### config.mk
export PLATFORM = sky130hd
export DESIGN_NAME = mem_access
export DESIGN_NICKNAME = d
export VERILOG_FILES = /design/src/rtl/mem_access.sv
export SDC_FILE = /design/constraint.sdc
export NUM_CORES = 1
export LEC_CHECK = 0
export CAP_MARGIN = 20
export CORE_UTILIZATION = 35
export DETAILED_ROUTE_END_ITERATION = 10
export PLACE_DENSITY = 0.72
export SLEW_MARGIN = 20
export SYNTH_ARGS = -nofsm -noshare
export SYNTH_HDL_FRONTEND = slang
export SYNTH_SLANG_ARGS = --single-unit
### constraint.sdc
create_clock -name clk -period 1.8 [get_ports clk]
set_clock_uncertainty 0.2 [all_clocks]
set_input_delay 0.18 -clock clk [delete_from_list [all_inputs] [get_ports clk]]
set_output_delay 0.18 -clock clk [all_outputs]
set_load 0.03 [all_outputs]
### src/rtl/mem_access.sv
// MEM-stage load/store unit: runs one req/ack data-bus transaction per memory op and stalls the pipeline meanwhile.
// Optional misaligned-access trapping is enabled by defining MEM_ALIGN_CHECK_EN.
module mem_access #(
  parameter int DATA_W     = 32,
  parameter int REG_ADDR_W = 5
) (
  input  logic                  clk,
  input  logic                  rst,
  input  logic [3:0]            mem_aluop,
  input  logic [DATA_W-1:0]     mem_addr,
  input  logic [DATA_W-1:0]     mem_sdata,
  input  logic [DATA_W-1:0]     mem_wdata,
  input  logic [REG_ADDR_W-1:0] mem_waddr,
  input  logic                  mem_we,
  output logic [DATA_W-1:0]     wb_wdata,
  output logic [REG_ADDR_W-1:0] wb_waddr,
  output logic                  wb_we,
  output logic                  stall_req,
  output logic                  bus_req,
  output logic                  bus_we,
  output logic [DATA_W-1:0]     bus_addr,
  output logic [3:0]            bus_sel,
  output logic [DATA_W-1:0]     bus_wdata,
  input  logic [DATA_W-1:0]     bus_rdata,
  input  logic                  bus_ack,
  output logic                  align_err
);

  localparam logic [3:0] OP_LB  = 4'd1;
  localparam logic [3:0] OP_LBU = 4'd2;
  localparam logic [3:0] OP_LH  = 4'd3;
  localparam logic [3:0] OP_LHU = 4'd4;
  localparam logic [3:0] OP_LW  = 4'd5;
  localparam logic [3:0] OP_SB  = 4'd6;
  localparam logic [3:0] OP_SH  = 4'd7;
  localparam logic [3:0] OP_SW  = 4'd8;

  typedef enum logic [1:0] {IDLE, BUSY, DONE} state_t;

  state_t state, state_next;

  logic             is_mem, is_store, is_byte, is_half, is_word, is_signed;
  logic             misaligned, start;
  logic [1:0]       lane;
  logic [3:0]       sel_next;
  logic [DATA_W-1:0] wdata_next;
  logic [DATA_W-1:0] byte_sh, half_sh;
  logic [DATA_W-1:0] load_ext;
  logic [DATA_W-1:0] load_q;

  assign lane = mem_addr[1:0];

  always_comb begin
    is_mem    = (mem_aluop >= OP_LB) && (mem_aluop <= OP_SW);
    is_store  = (mem_aluop == OP_SB) || (mem_aluop == OP_SH) || (mem_aluop == OP_SW);
    is_byte   = (mem_aluop == OP_LB) || (mem_aluop == OP_LBU) || (mem_aluop == OP_SB);
    is_half   = (mem_aluop == OP_LH) || (mem_aluop == OP_LHU) || (mem_aluop == OP_SH);
    is_word   = (mem_aluop == OP_LW) || (mem_aluop == OP_SW);
    is_signed = (mem_aluop == OP_LB) || (mem_aluop == OP_LH);
  end

`ifdef MEM_ALIGN_CHECK_EN
  assign misaligned = (is_half && lane[0]) || (is_word && (lane != 2'b00));
`else
  assign misaligned = 1'b0;
`endif

  assign start = is_mem && !misaligned;

  always_comb begin
    sel_next   = 4'b0000;
    wdata_next = mem_sdata;
    if (is_byte) begin
      sel_next   = 4'b0001 << lane;
      wdata_next = {4{mem_sdata[7:0]}};
    end else if (is_half) begin
      sel_next   = 4'b0011 << {lane[1], 1'b0};
      wdata_next = {2{mem_sdata[15:0]}};
    end else if (is_word) begin
      sel_next   = 4'b1111;
    end
  end

  // Lane extraction uses the still-stable EX/MEM address at ack time.
  assign byte_sh = bus_rdata >> {lane, 3'b000};
  assign half_sh = bus_rdata >> {lane[1], 4'b0000};

  always_comb begin
    load_ext = bus_rdata;
    if (is_byte)
      load_ext = {{(DATA_W-8){is_signed & byte_sh[7]}}, byte_sh[7:0]};
    else if (is_half)
      load_ext = {{(DATA_W-16){is_signed & half_sh[15]}}, half_sh[15:0]};
  end

  always_ff @(posedge clk) begin
    if (rst) state <= IDLE;
    else     state <= state_next;
  end

  always_comb begin
    state_next = state;
    stall_req  = 1'b0;
    wb_we      = 1'b0;
    wb_wdata   = '0;
    wb_waddr   = mem_waddr;
    align_err  = 1'b0;
    if (rst) begin
      wb_waddr = '0;
    end else begin
      case (state)
        IDLE: begin
          if (start) begin
            stall_req  = 1'b1;
            state_next = BUSY;
          end else if (misaligned) begin
            align_err = 1'b1;
          end else begin
            wb_wdata = mem_wdata;
            wb_we    = mem_we;
          end
        end
        BUSY: begin
          stall_req = 1'b1;
          if (bus_ack) state_next = DONE;
        end
        DONE: begin
          wb_wdata   = load_q;
          wb_we      = mem_we;
          state_next = IDLE;
        end
        default: state_next = IDLE;
      endcase
    end
  end

  always_ff @(posedge clk) begin
    if (rst) begin
      bus_req   <= 1'b0;
      bus_we    <= 1'b0;
      bus_addr  <= '0;
      bus_sel   <= '0;
      bus_wdata <= '0;
      load_q    <= '0;
    end else begin
      if (state == IDLE && start) begin
        bus_req   <= 1'b1;
        bus_we    <= is_store;
        bus_addr  <= {mem_addr[DATA_W-1:2], 2'b00};
        bus_sel   <= sel_next;
        bus_wdata <= wdata_next;
      end else if (state == BUSY && bus_ack) begin
        bus_req <= 1'b0;
        if (!is_store) load_q <= load_ext;
      end
    end
  end

endmodule

==> flow_summary.yaml <==
floorplan:
  core.rowCount: 43
  core_area_sq_um: 13900
  die_h_um: 122
  initial_core_util: 0.360
  io_pins: 251
  die_x_um: 122
  die_area_sq_um: 14800
route:
  num_vias: 5972
  drc: 0
  ant_nets: 0
  top_layer_used: "met4"
  drt_wl_total_um: 20400
  drt-met1-wl_um: 7820
  wl_met3_um: 1800
  viasPerCell: 5.44
  wl_met2_um: 9970
  drt_first_pass_iters: 5
  drt_iter0_drc: 460
  post_drt_wl_per_cell_um: 18.6
global_routing:
  grt_max_degree: 61
  grt_pass1_vias: 6072
  grt.overflow.total: 0
  grt.total_usage: 0.268
  grt_pass1_wl_um: 30700
  antenna_found_initial: 0
run_status:
  outcome: "finished with violations"
  failed_checks: "setup timing"
yosys:
  syn_area_sq_um: 5010
  synth-seq-cells: 102
  ys.flop_type: "dfxtp_1"
  yosys_warnings: 0
  synth_cells: 631
  synth_edf_count: 0
  yosys.area.top_type: "dfxtp_1"
  synth.most_common_cell: "nand2_1"
  avgSynthCellArea_sq_um: 7.94
  synth.area.top_cells: "dfxtp_1, nand2_1, nor2_1, a311oi_1, a22oi_1"
  yosysUniqueCellTypes: 50
  synth_common_cells: "nand2_1, dfxtp_1, nor2_1, a21oi_1, a311oi_1"
  yosysSeqAreaShare: 0.407
  async_flop_share: 0
  synth.top_cell.area_share: 0.407
placement:
  gp_congestion: 0.858
  port_buffers: 247
  dp_cells: 1065
  hpwl_um: 14400
critical_path:
  cp_max_fo: 7
  crit_path_frequent_cell: "buf_6"
  crit_path_top_delay_cell: "or4_4"
  crit_type: "input port to primary output"
  start_kind: "input port"
  endpoint_kind: "primary output"
  cp_top_family: "buffers and inverters"
  cpPeakStageDelay_ns: 0.53
  cp_num_buf_inv: 6
  required_ns: 1.42
  path_cells: "buf_6 > or4_4 > buf_6 > a21boi_4 > buf_6 > buf_12 > buf_12 > a22oi_2 > nor2_2 > buf_6"
  cp.arrival_ns: 1.78
sta:
  setup-tns-final_ns: -10.65
  hold_viol_final: 0
  worst_pin_slew_ns: 0.800
  setup_viol: 53
  fmax_ghz: 0.463
  relSlewSlack: 0.466
  grt_setup_unrepaired: "true"
  period_share: 1.20
  period_needed_ns: 2.16
  setup_slack_ns: -0.361
  final-max-slew-violation-count: 0
  holdWs_ns: 0.168
clock_tree:
  clk_latency_ns: 0.35
  cts_max_path_buffers: 2
  clock-sinks: 102
  h-tree-depth: 3
  root_buffer: "clkbuf_16"
  hold_buffers: 0
  cts-buffers-inserted: 9
  path_clk_slew_ns: 0.07
  cts_tree: "done"
power_and_ir_drop:
  p_leak_nw: 3.55
  max-vdd-ir-drop_uv: 567
  p_per_area_nw_per_um2: 778
final_layout:
  antennaDiodeCount: 0
  nNetsFinal: 1053
  areaGrowthSynthToFinish_pct: 81.6
  nFillCells: 1124
  finalNonFillerCells: 1097
  final_layout_size_suffix_gt1_frac: 0.279
flow_run:
  drv_cap: 0
worst_hold_path:
  hold_path_class: "input port to register"
==> worst min-delay path, stage by stage <==
cell	delay [ns]
clkdlybuf4s50_1	0.39
nand2_1	0.05
a21oi_1	0.05
==> metrics by stage <==
stage,setup slack [ns],total power [W],util,cell area [sq um]
CTS,-0.440,0.00705,0.636,8860
global route,-0.411,0.00736,0.653,9100
floorplan,-0.151,0.00372,-,5250
finish,-0.361,0.00708,0.653,9100
detailed placement,-0.748,0.00471,0.585,8150
global placement,-0.713,0.00467,0.585,8150
==> routing by layer <==
metal / up-vias / track usage
met2: 289 / 0.479
met3: 61 / 0.0772
li1: 2810 / -
met1: 2812 / 0.286
met4: 0 / 0.139
met5: - / 0
==> layout make-up <==
cell class                      instances  area, sq um  area share
Clock inverter                          5         88.8     0.00976
Inverter                                4         15.0     0.00165
Multi-Input combinational cell        464         3070       0.337
Sequential cell                       102         2050       0.225
Tap cell                              180          225      0.0247
Timing Repair Buffer                  331         3410       0.375
Clock buffer                           11          243      0.0267
==> cells by family (layout without fill, tap and decap cells) <==
family                 Yosys count  count (layout)  share of synthesized area
other                            1               3                   0.000748
AO/OA/AOI/OAI                  165             165                      0.240
buffers and inverters           67             351                     0.0734
XOR/XNOR                         1               1                    0.00175
multiplexers                    10              10                     0.0399
AND/OR/NAND/NOR                285             285                      0.236
flip-flops                     102             102                      0.407
==> cells in the final DEF (no fill, tap or decap), types with 5 or more instances in the layout <==
cell type / Yosys / final
a311oi_1: 33 / 28
nand2_1: 143 / 143
a22oi_1: 32 / 9
nor2_2: 1 / 29
nor2b_1: 5 / 5
o22ai_1: 8 / 8
buf_4: 10 / 64
mux4_2: 8 / 8
dlymetal6s2s_1: 0 / 12
buf_6: 8 / 43
nor2_1: 97 / 57
clkbuf_16: 0 / 11
a22oi_2: 0 / 23
o221ai_1: 7 / 7
a211oi_2: 1 / 17
buf_12: 0 / 15
nor2_4: 0 / 12
dfxtp_1: 102 / 100
clkdlybuf4s50_1: 0 / 186
a21oi_1: 42 / 42
nand3_1: 19 / 18
dlygate4sd2_1: 0 / 5
a311oi_2: 1 / 5
o41ai_1: 8 / 8
==> power by group <==
part | total (W) | internal, W | switching (W)
clock | 0.00220 | 0.00128 | 0.000928
combinational | 0.00232 | 0.00109 | 0.00123
sequential | 0.00256 | 0.00244 | 0.000112
==> sequential cells by signal, summed over array words and instances (netlist names) <==
signal,count
load_q,32
state,2
bus_sel,4
bus_we,1
bus_wdata,32
bus_req,1
bus_addr,30
==> path summary, 6_finish.rpt <==
check                                  from                        end  slack, ns  cells after the start
hold / removal                 mem_addr[21]  bus_addr[21]$_SDFFE_PP0P_       0.17                      3
hold reg to reg   bus_addr[26]$_SDFFE_PP0P_  bus_addr[26]$_SDFFE_PP0P_       0.25                      2
setup reg to reg      state[1]$_SDFFE_PP0P_    load_q[16]$_SDFFE_PP0P_      -0.07                      6
setup / recovery               mem_aluop[0]               wb_wdata[20]      -0.36                     10
==> what timing repair did <==
item | 4_1_cts | 5_1_grt
gates cloned | 4 | 2
setup buffers | 10 | 4
resized for setup | 83 | 65
pin swaps | 23 | 37
setup endpoints to repair | 138 | 124
endpoints found under the hold margin | 0 | 0
(Power assumes the default switching activity.)
